===== src/rtl/icache.sv =====
`default_nettype none
// ============================================================================
// Module   : icache
// Desc     : Direct-mapped, one-word-per-line instruction cache. Define ICACHE_EN
//            to build the tag/data arrays; without it every fetch goes to memory.
// Revision : 1.0 - initial release
// ============================================================================
module icache #(
   parameter int INDEX_BITS = 6
) (
   input  logic        clk_in,
   input  logic        rst_in,
   input  logic        rdy_in,
   input  logic        _clear,
   input  logic        _fetch_req,
   input  logic [31:0] _fetch_pc,
   output logic        _busy,
   output logic        _inst_ready_out,
   output logic [31:0] _inst_out,
   output logic        _mem_req,
   output logic [31:0] _mem_addr,
   input  logic        _mem_done,
   input  logic [31:0] _mem_data
);

   localparam int c_lines = 2**INDEX_BITS;
   localparam int c_tag_w = 30 - INDEX_BITS;

   typedef enum logic [1:0] {
      S_IDLE  = 2'd0,
      S_MISS  = 2'd1,
      S_DRAIN = 2'd2
   } state_e;

   state_e      state_q;
   logic        busy_q;
   logic        ready_q;
   logic        mem_req_q;
   logic [31:0] inst_q;
   logic [31:0] mem_addr_q;

   logic        w_hit;
   logic [31:0] w_hit_data;
   logic        w_fill;
   logic [1:0]  w_unused_bits;

   assign w_unused_bits = _fetch_pc[1:0];
   // A reply is only absorbed while a miss (live or cancelled) is outstanding.
   assign w_fill        = rdy_in && _mem_done && (state_q != S_IDLE);

`ifdef ICACHE_EN
   logic [INDEX_BITS-1:0] w_req_idx;
   logic [INDEX_BITS-1:0] w_fill_idx;
   logic [c_tag_w-1:0]    w_req_tag;
   logic [c_tag_w-1:0]    w_fill_tag;
   logic [c_lines-1:0]    valid_q;
   logic [c_tag_w-1:0]    tag_q  [c_lines];
   logic [31:0]           data_q [c_lines];

   assign w_req_idx  = _fetch_pc[INDEX_BITS+1:2];
   assign w_req_tag  = _fetch_pc[31:INDEX_BITS+2];
   assign w_fill_idx = mem_addr_q[INDEX_BITS+1:2];
   assign w_fill_tag = mem_addr_q[31:INDEX_BITS+2];
   assign w_hit      = valid_q[w_req_idx] && (tag_q[w_req_idx] == w_req_tag);
   assign w_hit_data = data_q[w_req_idx];

   always_ff @(posedge clk_in) begin
      if (rst_in) begin
         valid_q <= '0;
      end else if (w_fill) begin
         valid_q[w_fill_idx] <= 1'b1;
      end
   end

   always_ff @(posedge clk_in) begin
      if (w_fill) begin
         tag_q[w_fill_idx]  <= w_fill_tag;
         data_q[w_fill_idx] <= _mem_data;
      end
   end
`else
   assign w_hit      = 1'b0;
   assign w_hit_data = '0;
`endif

   always_ff @(posedge clk_in) begin
      if (rst_in) begin
         state_q    <= S_IDLE;
         busy_q     <= 1'b0;
         ready_q    <= 1'b0;
         mem_req_q  <= 1'b0;
         inst_q     <= '0;
         mem_addr_q <= '0;
      end else if (rdy_in) begin
         ready_q <= 1'b0;
         case (state_q)
            S_IDLE: begin
               if (_fetch_req && !_clear) begin
                  if (w_hit) begin
                     ready_q <= 1'b1;
                     inst_q  <= w_hit_data;
                  end else begin
                     mem_req_q  <= 1'b1;
                     mem_addr_q <= {_fetch_pc[31:2], 2'b00};
                     busy_q     <= 1'b1;
                     state_q    <= S_MISS;
                  end
               end
            end
            S_MISS: begin
               if (_mem_done) begin
                  mem_req_q <= 1'b0;
                  busy_q    <= 1'b0;
                  state_q   <= S_IDLE;
                  if (!_clear) begin
                     ready_q <= 1'b1;
                     inst_q  <= _mem_data;
                  end
               end else if (_clear) begin
                  // The memory request is kept alive; only delivery is cancelled.
                  state_q <= S_DRAIN;
               end
            end
            S_DRAIN: begin
               if (_mem_done) begin
                  mem_req_q <= 1'b0;
                  busy_q    <= 1'b0;
                  state_q   <= S_IDLE;
               end
            end
            default: state_q <= S_IDLE;
         endcase
      end
   end

   assign _busy           = busy_q;
   assign _inst_ready_out = ready_q;
   assign _inst_out       = inst_q;
   assign _mem_req        = mem_req_q;
   assign _mem_addr       = mem_addr_q;

endmodule
`default_nettype wire


===== config.mk =====
export PLATFORM = sky130hd
export DESIGN_NAME = icache
export DESIGN_NICKNAME = d
export VERILOG_FILES = /design/src/rtl/icache.sv
export SDC_FILE = /design/constraint.sdc
export NUM_CORES = 1
export LEC_CHECK = 0
export CORE_MARGIN = 2
export CORE_UTILIZATION = 25
export DETAILED_ROUTE_END_ITERATION = 12
export GPL_TIMING_DRIVEN = 1
export PLACE_DENSITY = 0.56
export SLEW_MARGIN = 40
export SYNTH_ARGS = -nofsm -noshare
export SYNTH_HDL_FRONTEND = slang
export SYNTH_SLANG_ARGS = --single-unit

===== constraint.sdc =====
create_clock -name clk_in -period 1.7 [get_ports clk_in]
set_clock_uncertainty 0.05 [all_clocks]
set_input_delay 0.34 -clock clk_in [delete_from_list [all_inputs] [get_ports clk_in]]
set_output_delay 0.34 -clock clk_in [all_outputs]
set_load 0.05 [all_outputs]

# [After elaboration in Yosys (flattened, before gate mapping)]
# Index checks and enable logic that the tools add are counted.
[op_classes] n_addsub=0 multipliers=0 div_mod_pow=0 n_lt_le_gt_ge=0 eq_ne=6 shifts=0 muxes=11 n_bitwise=1 n_reduce_logical=9
[op_table] operator="$reduce_and A4 Y1" n=3
[op_table] operator="$mux W2" n=4
[op_table] operator="$pmux W2 S3" n=1
[op_table] operator="$mux W1" n=5
[op_table] operator="$ne A2 B2 Y1 const B" n=2
[op_table] operator="$ne A3 B3 Y1 const B" n=1
[op_table] operator="$reduce_and A3 Y1" n=1
[op_table] operator="$eq A2 B1 Y1 const B" n=1
[op_table] operator="$eq A2 B2 Y1 const B" n=1
[op_table] operator="$logic_not A2 Y1" n=1
[op_table] operator="$ne A2 B1 Y1 const B" n=1
[op_table] operator="$pmux W1 S2" n=1
[op_table] operator="$reduce_bool A2 Y1" n=1
[op_table] operator="$reduce_or A2 Y1" n=1
[op_table] operator="$logic_and A1 B1 Y1" n=1
[op_table] operator="$logic_not A1 Y1" n=1
[op_table] operator="$not A1 Y1" n=1
[totals] reg_bits=66 latch_bits=0 ram_bits=0 mem_bits_ro=0 in_bits=70 output_inout_bits=67 n_memories=0

# [Logic depth before layout (Yosys ltp)]
# Gate-level depths: netlist of run 1.
[depth] word_depth=4 mapped_depth=8 depth_no_buf=6

# [Least setup slack after synthesis of run 1]
# OpenSTA, ideal clock, no wires.
[synth_path] path_kind="reg2reg" startpoint="register state_q[1]" endpoint="register inst_q[13], in the netlist _inst_out[13]" setup_time_ns=0.134 t_arrival_ns=1.214 slack_ns=0.303 stages_incl_launch_ff=9 path_buffers=2 synth_period_minus_slack_ns=1.397 cell_sequence="dfxtp_1 -> inv_1 -> ha_1 -> nor2b_4 -> and3_1 -> buf_4 -> buf_6 -> nand2_1 -> a21oi_1"
[synth_between] elab_chain_cells=2
[synth_rtl] item="start, declared" line_no="35" source="state_e state_q;"
[synth_rtl] item="start signal, assigned" line_no="88" source="state_q <= S_IDLE;"
[synth_rtl] item="start signal, assigned" line_no="106" source="state_q <= S_MISS;"
[synth_rtl] item="start signal, assigned" line_no="114" source="state_q <= S_IDLE;"
[synth_rtl] item="$eq A2 B1 Y1" line_no="96" source="case (state_q)"
[synth_rtl] item="$reduce_and A4 Y1 (no line)"
[synth_rtl] item="end signal, assigned" line_no="101" source="inst_q <= w_hit_data;"
[synth_rtl] item="end signal, assigned" line_no="117" source="inst_q <= _mem_data;"
[synth_rtl] item="end, declared" line_no="39" source="logic [31:0] inst_q;"
# No other way between the ends.
# A chain may end at the register's enable or synchronous reset.

# [Worst setup path after layout of run 1]
[layout_path] startpoint="register state_q[1]" endpoint="register inst_q[15], in the netlist _inst_out[15]"
# Same word-level chain as after synthesis.

==> results of run 1 <==
-- state kept, by name, summed over array words and instances (netlist names) --
register,count
_mem_req,1
_inst_out,32
_inst_ready_out,1
_mem_addr,30
state_q,2
-- power by group --
part           switching (uW)  total, uW  leakage [uW]  internal [uW]
Combinational             234        454      0.000901            220
Sequential               18.3       1600      0.000534           1580
Clock                     586       1260     0.0000893            673
-- routing by layer --
layer  routed length [um]  GRT usage, %  up-vias
met2                 3210          19.9       72
li1                     -             -     1229
met1                 3060          15.7     1069
met4                   51          4.86        0
met5                    0             0        -
met3                  448          4.00        5
-- per-stage QoR --
step	area, sq um	total power, uW	setup slack [ns]
after floorplan	2450	1850	0.303
after global placement	3740	2080	-0.0609
after detailed placement	3740	2090	-0.115
after CTS	3930	3370	0.182
after global routing	3930	3480	0.0594
final	3930	3310	0.200
-- area by class of cell --
cell class,instances,area (sq um)
repair buffers,140,1280
clock buffers,11,131
clock inverters,5,55.1
well taps,133,166
flip-flops and latches,66,1320
fillers,1037,5710
inverters,4,15.0
multi-input cells,212,960
-- cells by family after synthesis --
group,Yosys count
flip-flops,66
buffers and inverters,28
other,1
adder cells (fa/ha/maj),3
AO/OA/AOI/OAI,74
AND/OR/NAND/NOR,133
-- cell usage after synthesis (2+ instances only) --
cell type | number | share of area [%]
dfxtp_1 | 66 | 54
buf_4 | 5 | 1.5
o21ai_0 | 4 | 0.82
buf_2 | 4 | 0.82
ha_1 | 3 | 1.5
a21oi_1 | 65 | 13
nand3_1 | 2 | 0.41
and3_1 | 2 | 0.51
inv_1 | 4 | 0.61
buf_6 | 6 | 2.8
clkbuf_1 | 9 | 1.4
nand2_1 | 125 | 19
-- worst max path at each step --
stage / to / depth (start not counted)
3_5_place_dp: _mem_addr[21] / 6
5_1_grt: _inst_out[31] / 7
4_1_cts: _inst_out[15] / 7
2_1_floorplan: _inst_out[13] / 8
6_report: _inst_out[15] / 7
3_3_place_gp: _mem_addr[22] / 6
-- worst max-delay path, cell delays in order, from the launching register on --
cell     delay, ns
dfxtp_1       0.33
inv_1         0.08
ha_1          0.16
nor2b_4       0.18
and3_1        0.23
buf_12        0.20
nand2_1       0.08
a21oi_1       0.11
==> impl_metrics.env, run 1 <==
export IMPL_postLayoutCoreUtil_pct=40.7
export IMPL_dp_hpwl_um=4670
export IMPL_final_cell_mix="nand2_1 (125), buf_4 (68), dfxtp_1 (66), clkdlybuf4s50_1 (66), a21oi_1 (65)"
export IMPL_root_buffer="clkbuf_8"
export IMPL_drt_wl_total_um=6770
export IMPL_grt_pass1_wl_um=10300
export IMPL_num_rows=36
export IMPL_critPathRequiredTime_ns=1.91
export IMPL_syn_area_sq_um=2450
export IMPL_worstPathArrival_ns=1.71
export IMPL_synthCells=305
export IMPL_wl_per_cell_um=11.9
export IMPL_hold_path_class="input port to flop"
export IMPL_start_util_pct=25.4
export IMPL_ios=137
export IMPL_synth_top_family_by_area="simple AND/OR/NAND/NOR gates"
export IMPL_grt_max_degree=37
export IMPL_hold_viol_final=0
export IMPL_layout_cells_most_common="nand2_1"
export IMPL_drv_cap=0
export IMPL_setup_viol=0
export IMPL_placed_cells=555
export IMPL_first_pass_iters=4
export IMPL_synthAdderAreaFrac_pct=1.53
export IMPL_cts_buffers=9
export IMPL_clk_path_buf_depth=2
export IMPL_end_kind="flop"
export IMPL_totalNegativeSetupSlack_ns=0
export IMPL_r2r_start="state_q[1]"
export IMPL_async_reset_ff_share_pct=0
export IMPL_clk_latency_ns=0.33
export IMPL_fin_cells=571
export IMPL_ant_nets=0
export IMPL_post_cts_resized=0
export IMPL_critPathLaunch="state_q[1]"
export IMPL_status="completed"
export IMPL_hp_start="rst_in"
export IMPL_synth_area_mux_share_pct=0
export IMPL_grt_pass1_vias=2220
export IMPL_reg2reg_depth=7
export IMPL_finalCritPeriodShare_pct=88.2
export IMPL_grt_ovfl_total=0
export IMPL_critical_path_max_fanout=32
export IMPL_die_area_sq_um=10600
export IMPL_htree_num_levels=3
export IMPL_ys_dominant_reg_cell="dfxtp_1"
export IMPL_core_sq_um=9640
export IMPL_synth_edf_count=0
export IMPL_syn2layout_area_growth_pct=60.1
export IMPL_drtIter0Drc=62
export IMPL_worstHoldPathCells=4
export IMPL_hold_slack_ns=0.263
export IMPL_postCtsHoldBufs=0
export IMPL_final_max_slew_viol_count=0
export IMPL_dieWidth_um=103
export IMPL_die_h_um=103
export IMPL_ir_worst_vdd_mv=0.400
export IMPL_drc=0
export IMPL_synth_seq_cells=66
export IMPL_syn_avg_cell_area_sq_um=8.04
export IMPL_min_to="_mem_req"
export IMPL_fin_nets=506
export IMPL_clock_sinks=66
export IMPL_port_buffers=132
export IMPL_r2r_end="_inst_out[15]"
export IMPL_path_class="flop to flop"
export IMPL_synth_compound_area_share_pct=15.7
export IMPL_gp_congestion=0.703
export IMPL_cp_start_kind="flop"
export IMPL_ys_types=22
export IMPL_cts_reportedPaths_clkPinSlew_ns=0.07
export IMPL_vias_per_cell=4.16
export IMPL_fmax_mhz=667
export IMPL_yosys_area_share_simple_pct=21.6
export IMPL_fin_crit_ns=1.50
export IMPL_cts_setup_buffers=0
export IMPL_grt_use_total_pct=12.5
export IMPL_synth_xor_area_share_pct=0
export IMPL_cts_tree="yes"
export IMPL_p_leak_uw=0.00152
export IMPL_antenna_cells=0
export IMPL_drive_above_1_share_pct=21.0
export IMPL_r2r_setup_slack_ns=0.20
export IMPL_ys_seq_area_share_pct=53.9
export IMPL_vias=2375
export IMPL_rsz0062_at_grt="no"
export IMPL_ys_warn_count=0
export IMPL_grt_antenna_before_repair=0
export IMPL_power_density_nw_per_um2=843
No activity file was read; power rests on OpenSTA's default activity.
==> run 2, diff against run 1 <==
- REMOVE_ABC_BUFFERS: unset -> 1
==> run 2 against run 1 <==
Net effect:
- first-iteration DRC count fell by 44%
- setup slack lost 0.0067 ns
- total power hardly changed
- final cell count unchanged
- maximum frequency shrank 0.44%
- utilization up 0.19 points
- sequential share of layout area decreased by 0.16 points
- clock-buffer cell count increased by 1
- combinational power hardly changed
- non-clock buffer count increased by 1
- critical path type unchanged
==> impl_metrics.env, run 2 (same netlist as run 1, synthesis figures left out) <==
export IMPL_critPathRequiredTime_ns=1.91
export IMPL_place_area_sq_um=3760
export IMPL_final_cell_mix="nand2_1 (125), buf_4 (68), dfxtp_1 (66), clkdlybuf4s50_1 (66), a21oi_1 (65)"
export IMPL_drtIter0Drc=35
export IMPL_ant_nets=0
export IMPL_path_class="flop to flop"
export IMPL_finalInstanceArea_sq_um=3940
export IMPL_grt_ovfl_total=0
export IMPL_totalNegativeSetupSlack_ns=0
export IMPL_antenna_cells=0
export IMPL_grt_pass1_wl_um=10100
export IMPL_fin_crit_ns=1.51
export IMPL_fmax_mhz=664
export IMPL_hold_viol_final=0
export IMPL_rsz0062_at_grt="no"
export IMPL_setup_viol=0
export IMPL_cts_reportedPaths_clkPinSlew_ns=0.07
export IMPL_num_rows=36
export IMPL_grt_pass1_vias=2210
export IMPL_fin_cells=571
export IMPL_htree_num_levels=3
export IMPL_worstHoldPathCells=2
export IMPL_cts_buffers=9
export IMPL_core_sq_um=9640
export IMPL_fillers=1026
export IMPL_die_h_um=103
export IMPL_reg2reg_depth=7
export IMPL_r2r_setup_slack_ns=0.19
export IMPL_ir_worst_vdd_mv=0.307
export IMPL_cp_start_kind="flop"
export IMPL_drc=0
export IMPL_worstPathArrival_ns=1.71
export IMPL_wl_per_cell_um=11.5
export IMPL_root_buffer="clkbuf_8"
export IMPL_fin_nets=507
export IMPL_start_util_pct=25.4
export IMPL_drt_wl_total_um=6570
export IMPL_r2r_start="state_q[1]"
export IMPL_postCtsHoldBufs=0
export IMPL_dieWidth_um=103
export IMPL_p_total_uw=3310
export IMPL_power_density_nw_per_um2=839
export IMPL_status="completed"
export IMPL_dp_hpwl_um=4500
export IMPL_hp_start="rst_in"
export IMPL_drv_cap=0
export IMPL_vias_per_cell=4.24
export IMPL_die_area_sq_um=10600
export IMPL_end_kind="flop"
export IMPL_cts_setup_buffers=0
export IMPL_hold_path_class="input port to flop"
export IMPL_first_pass_iters=4
export IMPL_critical_path_max_fanout=27
export IMPL_post_cts_resized=0
export IMPL_final_max_slew_viol_count=0
export IMPL_vias=2420
export IMPL_placed_cells=556
export IMPL_port_buffers=132
export IMPL_r2r_end="_inst_out[8]"
export IMPL_grt_use_total_pct=12.2
export IMPL_grt_antenna_before_repair=0
export IMPL_gp_congestion=0.771
export IMPL_min_to="_inst_out[18]"
export IMPL_finalCritPeriodShare_pct=88.6
export IMPL_grt_max_degree=34
export IMPL_clock_sinks=66
export IMPL_ios=137
export IMPL_largest_reg_flops=32
export IMPL_cts_tree="yes"
export IMPL_clk_path_buf_depth=2
export IMPL_p_leak_uw=0.00154
export IMPL_drive_above_1_share_pct=21.0
export IMPL_layout_cells_most_common="nand2_1"
export IMPL_syn2layout_area_growth_pct=60.9
export IMPL_clk_latency_ns=0.33
==> run 2: per-layer routing <==
layer / global-route usage, % / part of all wire [%] / vias to the layer above
met1: 14.3 / 44 / 1088
met5: 0 / 0 / -
met2: 19.1 / 43 / 92
met4: 6.17 / 1.7 / 0
li1: - / - / 1231
met3: 5.15 / 11 / 9
==> run 2: worst max-delay path, cell delays in order, from the launching register on <==
cell,delay [ns]
dfxtp_1,0.33
inv_1,0.09
ha_1,0.17
nor2b_4,0.18
and3_1,0.24
buf_12,0.19
nand2_1,0.07
a21oi_1,0.11
==> run 2: how the worst max path moves through the flow <==
stage	start	to	cells after the start
finish	state_q[1]	_inst_out[8]	7
detailed placement	_clear	_mem_addr[14]	6
global placement	_clear	_mem_addr[27]	6
global route	state_q[1]	_inst_out[7]	7
CTS	state_q[1]	_inst_out[2]	7
floorplan	state_q[1]	_inst_out[0]	6
==> run 2: area by class of cell <==
cell class | instances | area [sq um] | area share [%]
clock inverters | 3 | 40.0 | 1.02
repair buffers | 141 | 1300 | 32.9
multi-input cells | 212 | 960 | 24.3
inverters | 4 | 15.0 | 0.381
clock buffers | 12 | 145 | 3.68
flip-flops and latches | 66 | 1320 | 33.5
well taps | 133 | 166 | 4.22
==> run 2: through the flow <==
step | setup slack, ns | util (%) | hold WS (ns)
4_1_cts | 0.166 | 40.9 | 0.377
2_1_floorplan | -0.00884 | - | 0.352
3_5_place_dp | -0.0782 | 39.0 | 0.398
3_3_place_gp | -0.0551 | 39.0 | 0.393
5_1_grt | 0.0449 | 40.9 | 0.406
6_report | 0.193 | 40.9 | 0.398
==> run 2: where the power goes <==
group	leakage, uW	internal (uW)	switching, uW
clock	0.0000962	706	551
combinational	0.000913	222	235
sequential	0.000534	1580	15.8
